File: src/rtl/perceptron_trainer.sv
// Teacher-side training sequencer: replays labelled samples into a perceptron each epoch and counts misclassifications.
// Optional per-sample error mask output is enabled with `define TRAINER_ERR_MASK_EN.
module perceptron_trainer #(
  parameter int DEPTH       = 8,
  parameter int ADDR_W      = 3,
  parameter int HOLD_CYCLES = 2,
  parameter int MAX_EPOCHS  = 64
) (
  input  logic              clk,
  input  logic              reset,
  input  logic              wr_en,
  input  logic [ADDR_W-1:0] wr_addr,
  input  logic [15:0]       wr_data,
  input  logic [ADDR_W:0]   num_samples,
  input  logic              start,
  output logic              busy,
  output logic              done,
  output logic              converged,
  output logic [7:0]        epoch_count,
  output logic [ADDR_W:0]   err_count,
  output logic [3:0]        p_in1,
  output logic [3:0]        p_in2,
  output logic [6:0]        p_in3,
  output logic              p_desired_out,
  input  logic              p_out
`ifdef TRAINER_ERR_MASK_EN
  ,
  output logic [DEPTH-1:0]  err_mask
`endif
);

  localparam int HOLD_W = (HOLD_CYCLES > 1) ? $clog2(HOLD_CYCLES) : 1;
  localparam logic [HOLD_W-1:0] HOLD_LAST = HOLD_W'(HOLD_CYCLES - 1);
  localparam logic [HOLD_W-1:0] HOLD_ONE  = HOLD_W'(1);
  localparam logic [ADDR_W:0]   DEPTH_C   = (ADDR_W + 1)'(DEPTH);
  localparam logic [ADDR_W:0]   CNT_ONE   = (ADDR_W + 1)'(1);
  localparam logic [ADDR_W-1:0] IDX_ONE   = ADDR_W'(1);
  localparam logic [ADDR_W-1:0] IDX_ZERO  = ADDR_W'(0);
  localparam logic [7:0]        MAX_C     = 8'(MAX_EPOCHS);

  typedef enum logic [1:0] {
    ST_IDLE      = 2'd0,
    ST_DRIVE     = 2'd1,
    ST_EPOCH_END = 2'd2,
    ST_DONE      = 2'd3
  } state_t;

  state_t            state_q, state_d;
  logic [15:0]       mem_q [DEPTH];
  logic [ADDR_W-1:0] idx_q, idx_d;
  logic [HOLD_W-1:0] hold_q, hold_d;
  logic [ADDR_W:0]   n_q, n_d;
  logic [ADDR_W:0]   acc_q, acc_d;
  logic [ADDR_W:0]   err_q, err_d;
  logic [7:0]        epoch_q, epoch_d;
  logic              conv_q, conv_d;
  logic [15:0]       sample_q, sample_d;
  logic              busy_q, busy_d;
  logic              done_q, done_d;

  logic [ADDR_W:0]   start_n_s;
  logic [15:0]       first_sample_s;
  logic [ADDR_W-1:0] idx_next_s;
  logic              last_s;
  logic              hold_last_s;
  logic              mismatch_s;

  assign start_n_s      = (num_samples > DEPTH_C) ? DEPTH_C : num_samples;
  // A write landing in the same cycle as start must be visible to sample 0.
  assign first_sample_s = (wr_en && (wr_addr == IDX_ZERO)) ? wr_data : mem_q[IDX_ZERO];
  assign idx_next_s     = idx_q + IDX_ONE;
  assign last_s         = (({1'b0, idx_q} + CNT_ONE) == n_q);
  assign hold_last_s    = (hold_q == HOLD_LAST);
  assign mismatch_s     = (p_out != sample_q[0]);

  // Sample memory: written only while idle, never reset.
  always_ff @(posedge clk) begin
    if ((state_q == ST_IDLE) && wr_en) begin
      mem_q[wr_addr] <= wr_data;
    end
  end

  // Next-state and next-output logic for the training sequencer.
  always_comb begin
    state_d  = state_q;
    idx_d    = idx_q;
    hold_d   = hold_q;
    n_d      = n_q;
    acc_d    = acc_q;
    err_d    = err_q;
    epoch_d  = epoch_q;
    conv_d   = conv_q;
    sample_d = sample_q;
    case (state_q)
      ST_IDLE: begin
        if (start) begin
          n_d     = start_n_s;
          acc_d   = '0;
          err_d   = '0;
          epoch_d = 8'd0;
          conv_d  = 1'b0;
          idx_d   = '0;
          hold_d  = '0;
          if (start_n_s == '0) begin
            state_d  = ST_DONE;
            sample_d = 16'd0;
          end else begin
            state_d  = ST_DRIVE;
            sample_d = first_sample_s;
          end
        end else begin
          state_d = ST_IDLE;
        end
      end
      ST_DRIVE: begin
        if (hold_last_s) begin
          hold_d = '0;
          if (mismatch_s) begin
            acc_d = acc_q + CNT_ONE;
          end else begin
            acc_d = acc_q;
          end
          if (last_s) begin
            state_d  = ST_EPOCH_END;
            sample_d = 16'd0;
          end else begin
            idx_d    = idx_next_s;
            sample_d = mem_q[idx_next_s];
          end
        end else begin
          hold_d = hold_q + HOLD_ONE;
        end
      end
      ST_EPOCH_END: begin
        err_d   = acc_q;
        epoch_d = epoch_q + 8'd1;
        acc_d   = '0;
        if (acc_q == '0) begin
          conv_d  = 1'b1;
          state_d = ST_DONE;
        end else if ((epoch_q + 8'd1) == MAX_C) begin
          state_d = ST_DONE;
        end else begin
          idx_d    = '0;
          hold_d   = '0;
          sample_d = mem_q[IDX_ZERO];
          state_d  = ST_DRIVE;
        end
      end
      ST_DONE: begin
        state_d = ST_IDLE;
      end
      default: begin
        state_d  = ST_IDLE;
        sample_d = 16'd0;
      end
    endcase
    busy_d = (state_d == ST_DRIVE) || (state_d == ST_EPOCH_END);
    done_d = (state_d == ST_DONE);
  end

  // State and output registers.
  always_ff @(posedge clk or negedge reset) begin
    if (!reset) begin
      state_q  <= ST_IDLE;
      idx_q    <= '0;
      hold_q   <= '0;
      n_q      <= '0;
      acc_q    <= '0;
      err_q    <= '0;
      epoch_q  <= 8'd0;
      conv_q   <= 1'b0;
      sample_q <= 16'd0;
      busy_q   <= 1'b0;
      done_q   <= 1'b0;
    end else begin
      state_q  <= state_d;
      idx_q    <= idx_d;
      hold_q   <= hold_d;
      n_q      <= n_d;
      acc_q    <= acc_d;
      err_q    <= err_d;
      epoch_q  <= epoch_d;
      conv_q   <= conv_d;
      sample_q <= sample_d;
      busy_q   <= busy_d;
      done_q   <= done_d;
    end
  end

`ifdef TRAINER_ERR_MASK_EN
  logic [DEPTH-1:0] mask_acc_q, mask_acc_d;
  logic [DEPTH-1:0] mask_q, mask_d;

  // Per-sample error bits gathered during an epoch, published at epoch end.
  always_comb begin
    mask_acc_d = mask_acc_q;
    mask_d     = mask_q;
    if ((state_q == ST_IDLE) && start) begin
      mask_acc_d = '0;
      mask_d     = '0;
    end else if ((state_q == ST_DRIVE) && hold_last_s && mismatch_s) begin
      mask_acc_d[idx_q] = 1'b1;
    end else if (state_q == ST_EPOCH_END) begin
      mask_d     = mask_acc_q;
      mask_acc_d = '0;
    end else begin
      mask_acc_d = mask_acc_q;
    end
  end

  // Error mask registers.
  always_ff @(posedge clk or negedge reset) begin
    if (!reset) begin
      mask_acc_q <= '0;
      mask_q     <= '0;
    end else begin
      mask_acc_q <= mask_acc_d;
      mask_q     <= mask_d;
    end
  end

  assign err_mask = mask_q;
`endif

  assign busy          = busy_q;
  assign done          = done_q;
  assign converged     = conv_q;
  assign epoch_count   = epoch_q;
  assign err_count     = err_q;
  assign p_in1         = sample_q[15:12];
  assign p_in2         = sample_q[11:8];
  assign p_in3         = sample_q[7:1];
  assign p_desired_out = sample_q[0];

endmodule

File: config.mk
export PLATFORM = sky130hd
export DESIGN_NAME = perceptron_trainer
export DESIGN_NICKNAME = d
export VERILOG_FILES = /design/src/rtl/perceptron_trainer.sv
export SDC_FILE = /design/constraint.sdc
export NUM_CORES = 1
export LEC_CHECK = 0
export CAP_MARGIN = 5
export CORE_ASPECT_RATIO = 1.75
export CORE_MARGIN = 10
export CORE_UTILIZATION = 40
export DETAILED_ROUTE_END_ITERATION = 10
export GPL_ROUTABILITY_DRIVEN = 0
export PLACE_DENSITY = 0.61
export SETUP_SLACK_MARGIN = 0.02
export SLEW_MARGIN = 20
export SYNTH_ARGS = -nofsm -noshare
export SYNTH_HDL_FRONTEND = slang
export SYNTH_SLANG_ARGS = --single-unit
File: constraint.sdc
create_clock -name clk -period 2.77 [get_ports clk]
set_input_delay 0.554 -clock clk [delete_from_list [all_inputs] [get_ports clk]]
set_output_delay 0.554 -clock clk [all_outputs]
set_load 0.02 [all_outputs]
==> results.md <==
STA:
- At the pin with the least slew margin, the transition time is 682 ps.
- For this run, the top clock speed supported by timing is 403 MHz.
- Setup violations remaining at the end of the flow were counted as 0.
- The relative max-transition margin is a little over half.
- The final count of hold timing violations is 0.
- Summed over all failing endpoints, the final setup total negative slack is 0 ps.
- Setup repair after global routing left no endpoint under its margin.
- The minimum clock period after layout is 2480 ps.
- For the final database, setup skew stands at around 7.8 ps.
- The final-report max-slew violation count is 0.
- After layout, the worst path uses 89.6% of the clock period.

Global routing:
- The via count of the first global-routing pass is 5,472.
- In this run the most used layer during global routing was met2.
- The first global-routing pass estimated around 30,000 µm of wire.
- Entering global routing, the biggest net connects 55 pins.
- For this run the aggregate overflow at the end of global routing stands at 0.
- The number of antenna violations at the first check in global routing is 0.
- The all-layer global routing usage is 14.9%.
- The met3 usage in global routing is ~2.8%.
- The met2 usage in global routing is 27.1%.
- Global routing consumed, on the met1 layer, 16.1% of the routing resources.

Critical path:
- The worst setup path is launched from a flop.
- The arrival time of the worst setup path is around 2800 ps.
- In this run the critical register-to-register path is launched from epoch_count[0]$_DFFE_PN0P_.
- In this design, the stage delay of the slowest critical-path cell is 490 ps.
- STA classifies the critical path endpoint as a flop.
- The source of the critical timing path is epoch_count[0]$_DFFE_PN0P_.
- The highest-delay cell along the critical path is sky130_fd_sc_hd__dfrtp_1.
- The dominant delay contributor by cell family on the critical path is compound AO/OA/AOI/OAI gates.
- Walking the worst path, the cells encountered are ha_1 -> nand2_1 -> nor3_1 -> o32a_2 -> a21o_1 -> o32a_1.
- The critical path is of the reg -> reg type.
- The maximum net fanout on the critical path is 19.
- Counting both buffers and inverters, the worst setup path holds a total of 0.
- STA puts the critical path data required time at 3080 ps.

Layout:
- The ratio of cells with drive above 1 in the final layout is 18.3%.
- The total of fill cells in the finished design is 1,689.
- The area growth from synthesis to layout is 18.9%.
- The area occupied by multi-input gates is 2760 µm².
- The net count of the finished layout is around 630.
- 0 antenna diodes ended up in the layout.
- The count of non-filler cells in the finished layout is around 850.
- Registers take 4970 µm².

Die:
- 59 I/O pins were placed.
- The die height is 206 µm.
- The initial utilization of the core area, before any placement, comes to between 40% and 50%.
- The number of placement rows is between 60 and 70.
- The area enclosed by the die boundary is 26,100 µm².
- The floorplan core area is between 15,000 and 20,000 µm².
- The floorplan die width is between 100 and 150 µm.

CTS:
- The maximum clock path buffer count is 2.
- The number of gates resized after cts is 0.
- At the later pin of the worst-skew pair, clock insertion delay measures 420 ps.
- The cell at the root of the clock tree is sky130_fd_sc_hd__clkbuf_16.
- The TritonCTS sink count is 173.
- The number of buffers added to fix hold violations after cts is 0.
- TritonCTS built the clock tree.
- The clock transition at the register clock pins on the worst setup and hold paths after CTS is 70 ps.
- The H-tree was split into 4 levels.
- The buffer count from post-CTS setup fixing is 0.
- Counting the buffers created by CTS gives 17.

Power:
- VDD sags by at most 534 µV.
- The power density over the cells is 951 nW/µm².
- For this design the static power due to leakage is a little over 3 nW.

Worst hold path:
- The path class of the lowest-slack min-delay path is in -> async.

Synthesis:
- Yosys printed 0 warnings.
- The unique cell type count in the Yosys netlist is 56.
- In the synthesized netlist, the cells that appear most often are sky130_fd_sc_hd__edfxtp_1 (128), sky130_fd_sc_hd__dfrtp_1 (45), sky130_fd_sc_hd__o21ai_0 (37), sky130_fd_sc_hd__nand2_1 (36), sky130_fd_sc_hd__mux4_2 (32).
- After synthesis, the mean cell area works out to 14.9 µm².
- Of all flip-flops after synthesis, the portion carrying an async set or reset was 26.0%.
- The area share of the largest cell type after synthesis is just under 50%.
- In the synthesized netlist, the number of instances is roughly 530.
- In this run the cell area of the synthesized design comes to 7940 µm².
- The number of nets in the synthesized netlist is approximately 570.
- The most area-hungry cell type in the Yosys netlist is sky130_fd_sc_hd__edfxtp_1.
- The most used flip-flop cell after synthesis is sky130_fd_sc_hd__edfxtp_1.
- By area the synthesized netlist is led by sky130_fd_sc_hd__edfxtp_1 (48%), sky130_fd_sc_hd__dfrtp_1 (14%), sky130_fd_sc_hd__mux4_2 (9.1%), sky130_fd_sc_hd__mux2i_1 (3.0%), sky130_fd_sc_hd__o21ai_0 (2.3%).
- The synthesized design contains 128 enable-type register cells.
- The cell with the most instances after synthesis is sky130_fd_sc_hd__edfxtp_1.
- Sequential cells were found to cover a little over three fifths of the synthesized design area.
- In this run, synthesis produced a sequential element count of 173.

Drt:
- After detailed routing, the number of remaining DRC violations is 0.
- After detailed routing, the total wire length is 19,200 µm.
- The first-pass detailed-route iteration total is 5.
- Across all layers, the routed design uses 5,035 vias.
- The count of nets left with antenna violations once routing finished came out at 0.
- The detailed router finished its first iteration with a little under 500 violations.
- The ratio of routed vias to standard cells is 5.90.
- The post-detailed-route wirelength per cell is approximately 22 µm.

Place:
- Counting tap cells, the placed design contains a total of 821 instances.
- The wire-length estimate of the detail-placed layout is 12,900 µm.
- The count of buffers from port buffering is 58.

Run status:
- The flow ran to the end, and the final reports show no timing, DRC or antenna violations.

Run:
- Across the run, the number of max-cap violations was 0.
==> area by class of cell <==
class	instances	area share, %
clock buffers	21	4.92
clock inverters	11	0.955
inverters	11	0.438
multi-input cells	307	29.2
flip-flops and latches	173	52.7
well taps	245	3.25
repair buffers	85	8.51
==> cell usage in the layout, fill, tap and decap left out, types with 3 or more instances in the layout <==
cell                                n
sky130_fd_sc_hd__a221oi_1          16
sky130_fd_sc_hd__nand4b_1           3
sky130_fd_sc_hd__clkinv_2           6
sky130_fd_sc_hd__o21ai_0           37
sky130_fd_sc_hd__clkdlybuf4s50_1   57
sky130_fd_sc_hd__nor3_2             3
sky130_fd_sc_hd__ha_1              10
sky130_fd_sc_hd__nand2b_1           6
sky130_fd_sc_hd__nand2_1           36
sky130_fd_sc_hd__o22ai_1            3
sky130_fd_sc_hd__mux4_2            32
sky130_fd_sc_hd__mux2i_1           24
sky130_fd_sc_hd__buf_4             25
sky130_fd_sc_hd__nor3_1             6
sky130_fd_sc_hd__a22o_1             3
sky130_fd_sc_hd__a22oi_1            7
sky130_fd_sc_hd__xnor2_1            5
sky130_fd_sc_hd__inv_1             11
sky130_fd_sc_hd__nand4_1            3
sky130_fd_sc_hd__edfxtp_1         128
sky130_fd_sc_hd__a32oi_1           16
sky130_fd_sc_hd__o31a_1             5
sky130_fd_sc_hd__o32a_1            16
sky130_fd_sc_hd__nor3b_2            4
sky130_fd_sc_hd__nand3_1           22
sky130_fd_sc_hd__dfrtp_1           44
sky130_fd_sc_hd__clkbuf_16         17
sky130_fd_sc_hd__nor2_1            12
==> flip-flops by register name, indices dropped and copies added, names as in the netlist <==
name         cells
state_q          2
err_count        4
n_q              4
mem_q          128
epoch_count      8
converged        1
busy             1
hold_last_s      1
done             1
sample_q        16
acc_q            4
idx_q            3
==> report_power, final <==
part,internal [mW],switching (mW),total (mW)
sequential,3.11,0.268,3.38
clock,1.29,0.959,2.25
combinational,1.47,1.87,3.34
total,5.87,3.10,8.97
==> layer usage <==
layer | vias to the layer above | part of all wire (%)
met1 | 2605 | 38
met2 | 142 | 55
met3 | 32 | 4.2
li1 | 2256 | -
met5 | - | 0
met4 | 0 | 2.8
==> metrics by stage <==
step	worst slack [ps]	hold WS (ps)	area [µm²]	util [%]	power, mW
after floorplan	2.52	258	7940	-	5.64
after global placement	287	506	8880	45.2	6.72
after detailed placement	257	514	8880	45.2	6.82
after CTS	285	241	9430	48.0	9.07
after global routing	185	269	9430	48.0	9.43
final	289	220	9430	48.0	8.97
==> cell families after synthesis <==
family	after synthesis	share of synthesized area (%)
simple gates	110	7.17
fa+ha+maj	11	1.73
mux	59	12.6
buf+inv	52	3.28
compound gates	119	11.5
xor+xnor	8	1.07
flops	173	62.6
==> path summary, 6_finish.rpt <==
| kind | end | slack, ps | cells past startpoint |
|---|---|---|---|
| max | sample_q[6]$_DFFE_PN0P_ | 290 | 6 |
| min in group clk | n_q[0]$_DFFE_PN0P_ | 520 | 2 |
| min | busy$_DFF_PN0_ | 220 | 2 |
| min reg2reg | n_q[0]$_DFFE_PN0P_ | 520 | 2 |
| max in group asynchronous | idx_q[0]$_DFFE_PN0P_ | 2110 | 2 |
| max reg2reg | sample_q[6]$_DFFE_PN0P_ | 290 | 6 |
Power figures use the tool's default switching activity.
